<file path="src/rtl/l2cache_pkg.sv">
// Shared L2 cache definitions: way geometry, PLRU state type, response payload.
package l2cache_pkg;

  localparam int unsigned L2_WAYS  = 4;
  localparam int unsigned L2_WAY_W = 2;
  localparam int unsigned PLRU_W   = 3;

  typedef logic [PLRU_W-1:0]   plru_t;
  typedef logic [L2_WAY_W-1:0] way_idx_t;

  typedef struct packed {
    way_idx_t way;
    logic     hit;
  } way_resp_t;

  // Lowest-numbered way whose valid bit is clear; 0 when all ways are valid.
  function automatic way_idx_t first_invalid(input logic [L2_WAYS-1:0] vld);
    way_idx_t r;
    r = '0;
    for (int i = int'(L2_WAYS) - 1; i >= 0; i--) begin
      if (!vld[i]) r = way_idx_t'(i);
    end
    return r;
  endfunction

endpackage

</file>
<file path="src/rtl/l2_plru_tree.sv">
// 4-way tree pseudo-LRU: victim lookup and touch (next-state) logic, purely combinational.
module l2_plru_tree
  import l2cache_pkg::*;
(
  input  plru_t    state,
  input  way_idx_t touch_way,
  output way_idx_t victim,
  output plru_t    next_state
);

  // b0 picks the half, b1/b2 pick the way inside the 0/1 and 2/3 halves.
  always_comb begin
    victim = state[0] ? {1'b1, state[2]} : {1'b0, state[1]};
  end

  // Point every tree bit on the path away from the touched way.
  always_comb begin
    next_state    = state;
    next_state[0] = ~touch_way[1];
    if (touch_way[1]) next_state[2] = ~touch_way[0];
    else              next_state[1] = ~touch_way[0];
  end

endmodule

</file>
<file path="src/rtl/l2_plru_way_sel.sv">
// L2 victim-way selector: per-set PLRU state, hit/victim mux and registered way result.
// Optional build macro: L2_PLRU_INVALID_FIRST_EN (miss prefers the lowest invalid way).
module l2_plru_way_sel
  import l2cache_pkg::*;
#(
  parameter int unsigned SETS  = 64,
  parameter int unsigned IDX_W = $clog2(SETS)
) (
  input  logic               clk,
  input  logic               rst_n,
  input  logic               flush,
  input  logic               req_valid,
  output logic               req_ready,
  input  logic [IDX_W-1:0]   req_index,
  input  logic               req_hit,
  input  logic [1:0]         req_hit_way,
  input  logic [L2_WAYS-1:0] req_way_vld,
  output logic               resp_valid,
  input  logic               resp_ready,
  output logic [1:0]         resp_way,
  output logic [IDX_W-1:0]   resp_index,
  output logic               resp_hit
);

  plru_t     plru [SETS];
  plru_t     cur_state;
  plru_t     touched_state;
  way_idx_t  victim;
  way_idx_t  sel_way;
  logic      accept;
  way_resp_t resp_q;

  assign req_ready = ~flush & (~resp_valid | resp_ready);
  assign accept    = req_valid & req_ready;
  assign cur_state = plru[req_index];

  l2_plru_tree u_tree (
    .state      (cur_state),
    .touch_way  (sel_way),
    .victim     (victim),
    .next_state (touched_state)
  );

`ifdef L2_PLRU_INVALID_FIRST_EN
  always_comb begin
    sel_way = victim;
    if (req_hit)                        sel_way = way_idx_t'(req_hit_way);
    else if (req_way_vld != 4'b1111)    sel_way = first_invalid(req_way_vld);
  end
`else
  logic unused_way_vld;
  assign unused_way_vld = ^req_way_vld;

  always_comb begin
    sel_way = victim;
    if (req_hit) sel_way = way_idx_t'(req_hit_way);
  end
`endif

  // Flush has priority; it also blocks acceptance through req_ready.
  always_ff @(posedge clk or negedge rst_n) begin
    if (!rst_n) begin
      for (int unsigned i = 0; i < SETS; i++) plru[i] <= '0;
    end else if (flush) begin
      for (int unsigned i = 0; i < SETS; i++) plru[i] <= '0;
    end else if (accept) begin
      plru[req_index] <= touched_state;
    end
  end

  always_ff @(posedge clk or negedge rst_n) begin
    if (!rst_n) begin
      resp_valid <= 1'b0;
      resp_q     <= '0;
      resp_index <= '0;
    end else if (accept) begin
      resp_valid     <= 1'b1;
      resp_q.way     <= sel_way;
      resp_q.hit     <= req_hit;
      resp_index     <= req_index;
    end else if (resp_ready) begin
      resp_valid <= 1'b0;
    end
  end

  assign resp_way = resp_q.way;
  assign resp_hit = resp_q.hit;

endmodule

</file>
<file path="config.mk">
export PLATFORM = sky130hd
export DESIGN_NAME = l2_plru_way_sel
export DESIGN_NICKNAME = d
export VERILOG_FILES = /design/src/rtl/l2cache_pkg.sv /design/src/rtl/l2_plru_tree.sv /design/src/rtl/l2_plru_way_sel.sv
export SDC_FILE = /design/constraint.sdc
export NUM_CORES = 1
export LEC_CHECK = 0
export ABC_CLOCK_PERIOD_IN_PS = 5780
export CORE_ASPECT_RATIO = 1.75
export CORE_MARGIN = 1.5
export CORE_UTILIZATION = 50
export CTS_BUF_LIST = sky130_fd_sc_hd__clkbuf_2
export DETAILED_ROUTE_END_ITERATION = 12
export PLACE_DENSITY = 0.67
export SYNTH_ARGS = -nofsm -noshare
export SYNTH_HDL_FRONTEND = slang
export SYNTH_SLANG_ARGS = --single-unit
</file>
<file path="constraint.sdc">
create_clock -name clk -period 5.78 [get_ports clk]
set_clock_uncertainty 0.05 [all_clocks]
set_input_delay 0.578 -clock clk [delete_from_list [all_inputs] [get_ports clk]]
set_output_delay 0.578 -clock clk [all_outputs]
set_load 0.01 [all_outputs]
</file>
[After elaboration in Yosys (flattened, before gate mapping)]
Cells that the tools add are included.
Word-level totals
  input bits: 18
  output and inout port bits: 11
  register bits after elaboration: 202
  word-level logic and storage cells: 95
Cells by class
  reductions and logical operators: 3
  muxes and demuxes: 14
  bitwise gates (word level): 8
  magnitude comparators: 2
Operators by type and width (count)
  192-bit two-way mux: 2
  192-bit bitwise mux: 1
  3-bit binary-select mux with 6-bit select: 1
  3-bit demux with 6-bit select: 1
  3-bit two-way mux: 3
  7-bit greater-or-equal comparator (second input constant): 1
  7-bit by 1-bit < comparator with 1-bit output (second input constant): 1
  6-bit NOT with 7-bit output: 1
  1-bit two-way mux: 4
  2-bit two-way mux: 2
  1-bit NOT: 4
  2-bit nonzero test: 2
  1-bit AND: 2
  1-bit logical AND: 1
  1-bit OR: 1

[Longest topological paths before layout]
  word-level depth: 11
  depth in mapped cells: 13
  mapped depth without buffers: 7

[Hierarchy]
From an unflattened synthesis, not the netlist that was laid out.
Unflattened totals
  cells, all modules: 981
  area total of the unflattened synthesis: 10510.1 µm²
By module, submodules not included
  l2_plru_way_sel: cells an instance 974, seq. area each 5054.8 µm², instances 1, area each 10466.3 µm²
  l2_plru_tree: cells an instance 7, seq. area each 0.0 µm², instances 1, area each 43.8 µm²

[Least setup slack after synthesis]
Ideal clock, no wire load.
  path kind: in2reg
  start: input port req_index[2]
  end: register plru[170] (netlist name)
  buffers on the path: 3
  arrival: 2.845 ns
  slack: 2.756 ns
  cell stages on the path: 10
  required time: 5.601 ns
  path through: buf_4 -> buf_2 -> mux2_2 -> a22oi_1 -> nor2_1 -> o311ai_0 -> nand3_2 -> xor2_2 -> buf_2 -> o21ai_0
On the way
  cells in the longest elaborated chain, start to end: 11
  elaborated cells on any way between the ends: 16
RTL lines
  start, declared: RTL line l2_plru_way_sel.sv:14  | input logic [IDX_W-1:0] req_index,
  6-bit NOT with 7-bit output (not written as such) (*): RTL line l2_plru_way_sel.sv:35, l2_plru_way_sel.sv:67
  3-bit binary-select mux with 6-bit select: RTL line l2_plru_way_sel.sv:35  | assign cur_state = plru[req_index];
  3-bit two-way mux (not written as such) (2 in series): RTL line l2_plru_way_sel.sv:35
  2-bit two-way mux: RTL line l2_plru_tree.sv:13  | victim = state[0] ? {1'b1, state[2]} : {1'b0, state[1]};
  2-bit two-way mux: RTL line l2_plru_way_sel.sv:56  | if (req_hit) sel_way = way_idx_t'(req_hit_way);
  1-bit NOT: RTL line l2_plru_tree.sv:20  | if (touch_way[1]) next_state[2] = ~touch_way[0];
  1-bit two-way mux: RTL line l2_plru_tree.sv:20
  192-bit bitwise mux (*): RTL line l2_plru_way_sel.sv:67  | plru[req_index] <= touched_state;
  192-bit two-way mux (*): RTL line l2_plru_way_sel.sv:66  | end else if (accept) begin
  192-bit two-way mux (*): RTL line l2_plru_way_sel.sv:64  | end else if (flush) begin
  end signal, assigned by index: RTL line l2_plru_way_sel.sv:67
  end, declared: RTL line l2_plru_way_sel.sv:25  | plru_t plru [SETS];
Mark *: on every way between the ends. The rest lies on a longest branch, timed or not. The select of a mux whose other input is x is not followed.
A chain may end at the register's enable or synchronous reset.

[Worst setup path after layout]
  start: input port req_index[0]
  end: register plru[161] (netlist name)
Same word-level chain as after synthesis.

==> metrics <==
top cells by count, synth=dfrtp_1 (202), nor3b_1 (130), o21ai_0 (126); CTS tree=built; buffer count from post-CTS setup fixing=0; result of the run=complete, no violations; top post-synthesis cells by area=dfrtp_1 (43%), nor3b_1 (8.3%), mux2i_1 (7.0%); netlist area before placement=11,800 um^2; number of endpoints with negative hold slack in the final report=0; number of CTS-inserted buffers=49; setup TNS=0 ns; peak fanout along the critical path=42; wire length of the first global-routing pass=58.7 mm; Post-route DRC=0; Ports=29; Slew Limit Headroom=33.2%; Worst VDD drop=0.0998 mV; number of nets in the synthesized netlist=1,230; number of detailed-route iterations in the first pass=5; class of the tightest hold or removal check=primary input to register; root buf cell=clkbuf_2; number of antenna violations at the first check in global routing=1; share of the synthesized area in the top cell type=43.0%; unique cell type count in the Yosys netlist=58; Iter 0 DRT Violations=1,093; number of nets still failing antenna checks after routing=0; kind of critical path=primary input to register; pin count of the biggest net entering global routing=108; synthesized flop and latch total=202; total power divided by cell area=223 nW/um^2; row count=74; fin. max-slew vios=0; gpl congestion=0.864; total number of yosys warnings=0; clock transition at the registers of the reported paths=0.11 ns; global router's overall resource usage=30.9%; global-route congestion overflow total=0; slew at the pin closest to its max-slew limit=1.00 ns; proportion of synthesized chip area in sequential cells=43.0%; Switch Pwr=0.919 mW; final period demand of the worst path=3.64 ns; setup repair after global routing missed its margin=false; P_int=1.85 mW; via count of the first global-routing pass=10,297; share of the clock period used by the worst path=63.0%; vias per std cell=6.82; final setup vio count=0; Top FF cell, synth=dfrtp_1; syn avg cell area=9.70 um^2; Total Wirelength=37.4 mm; post-detail-place hpwl=21.8 mm; required time worst endpoint=6.39 ns; share of power burned in the clock network=33.4%; Sequential Power Share=52.0%; fraction of layout instances using a drive strength above 1=12.7%; count of vias placed by the detailed router=10,389; net count of the finished layout=1,208; most used standard cell by instance count after synthesis=dfrtp_1; average wire length per cell after detail routing=24.5 um; clock sink total=202; top cell type by total area after synthesis=dfrtp_1; EDFF count, synth=0; capturing element type of the critical path=register; area added between synthesis and finish=5.62%; timing-limited maximum frequency=0.275 GHz; die footprint=24,500 um^2; fraction of registers with async set/reset=100%; die boundary height=206 um; Max-Cap Viols=0; portion of total power attributed to combinational logic=14.6%; core footprint=23,200 um^2; post-layout power=2.77 mW; clock insertion delay at the later pin of the skew report=0.86 ns; switching share of total power=33.2%; die width=119 um; effective utilization at floorplan=50.6%; cell count after synthesis=1,212; Max H-tree Level=2; arrival time of data at the critical path endpoint=4.25 ns; Port Buffer Count=24; startpoint class of the critical path=primary input; largest buffer count on any clock path=3; total leakage power=4.85 nW
state kept, by name, indices dropped and copies added (netlist names):
signal / count
plru: 192
resp_index: 6
resp_way: 2
resp_hit: 1
resp_valid: 1
critical path, cell delays in order:
cell and delay [ns]:
buf_2 0.67, buf_4 0.38, mux4_2 0.53, mux2i_1 0.28, o2bb2ai_1 0.10, a21o_1 0.20, a311oi_4 0.59, xor2_4 0.19
buf_4 0.50, o21ai_0 0.18
metrics by stage:
step | std cells | setup WS, ns | instance area (um^2) | hold slack (ns) | util, %
finish | 1524 | 2.14 | 12400 | 0.240 | 53.5
global route | 1524 | 1.99 | 12400 | 0.248 | 53.5
CTS | 1523 | 2.25 | 12400 | 0.214 | 53.4
detailed placement | 1442 | 1.39 | 12000 | 0.420 | 51.7
global placement | 1442 | 1.36 | 12000 | 0.411 | 51.7
floorplan | 1212 | 2.76 | 11800 | 0.232 | -
layer usage:
layer  GRT usage (%)  share of wire (%)  up-vias
met5               0                  0        -
met4            21.9                6.8        0
met3            4.53                6.2      142
met2            50.4                 47      484
met1            37.8                 40     5201
li1                -                  -     4562
timing repair:
item | in CTS | in global routing
hold buffers | 1 | 0
gates resized for setup | 0 | 0
hold endpoints to repair | 95 | 0
cell usage in the layout, fill, tap and decap left out, types with 2 or more instances in the layout:
cell type,Yosys,final
clkdlybuf4s50_1,0,18
clkbuf_2,6,72
or3_1,64,64
buf_4,3,27
o2bb2ai_1,4,4
dfrtp_1,202,202
mux2_2,22,22
o22ai_1,2,2
a221oi_1,11,11
o21ai_0,126,126
nor2b_1,8,8
nor3b_1,130,130
and3_1,6,6
nand4_1,2,2
a21oi_1,7,7
a221o_1,6,6
inv_1,7,6
o211ai_1,5,5
a22o_1,4,4
nor2_1,78,78
mux2i_1,82,81
a31oi_1,66,66
clkinv_1,0,7
and2_1,5,5
a211oi_1,2,2
nand2_1,97,96
o21ai_1,13,13
and3b_1,2,2
nand2b_1,5,5
a41oi_1,64,64
buf_12,0,2
buf_2,11,3
a22oi_1,13,13
mux4_2,16,16
nand3_1,13,13
a32oi_1,3,3
power groups by stage:
stage	Sequential, mW	Clock [mW]	Combinational (mW)
floorplan	1.47	0	0.215
global placement	1.46	0	0.392
detailed placement	1.47	0	0.393
CTS	1.44	0.937	0.394
global route	1.44	1.00	0.423
finish	1.44	0.925	0.403
path summary, 6_finish.rpt:
check,to,from,depth (start not counted),slack (ns)
max,plru[161],req_index[0],10,2.14
min,plru[11],req_hit,3,0.24
max reg2reg,plru[161],plru[60],8,2.50
min reg2reg,resp_index[3],resp_index[3],2,0.44
max in group asynchronous,plru[154],rst_n,3,4.24
min in group asynchronous,plru[50],rst_n,2,0.27
kinds of logic after synthesis:
| kind of cell | count (synthesis) | share of synthesized area, % |
|---|---|---|
| buf+inv | 132 | 5.45 |
| xor+xnor | 2 | 0.213 |
| simple gates | 415 | 19.7 |
| compound gates | 341 | 19.5 |
| mux | 120 | 12.1 |
| flops | 202 | 43.0 |
final cells by class:
type / instances / area (um^2)
fill: 2137 / 10800
multi-input combinational: 878 / 6100
sequential: 202 / 5050
timing repair buffer: 52 / 462
tap: 304 / 380
clock buffer: 72 / 360
clock inverter: 8 / 31.3
inverter: 7 / 26.3
antenna: 1 / 2.50
(Power assumes the default switching activity.)
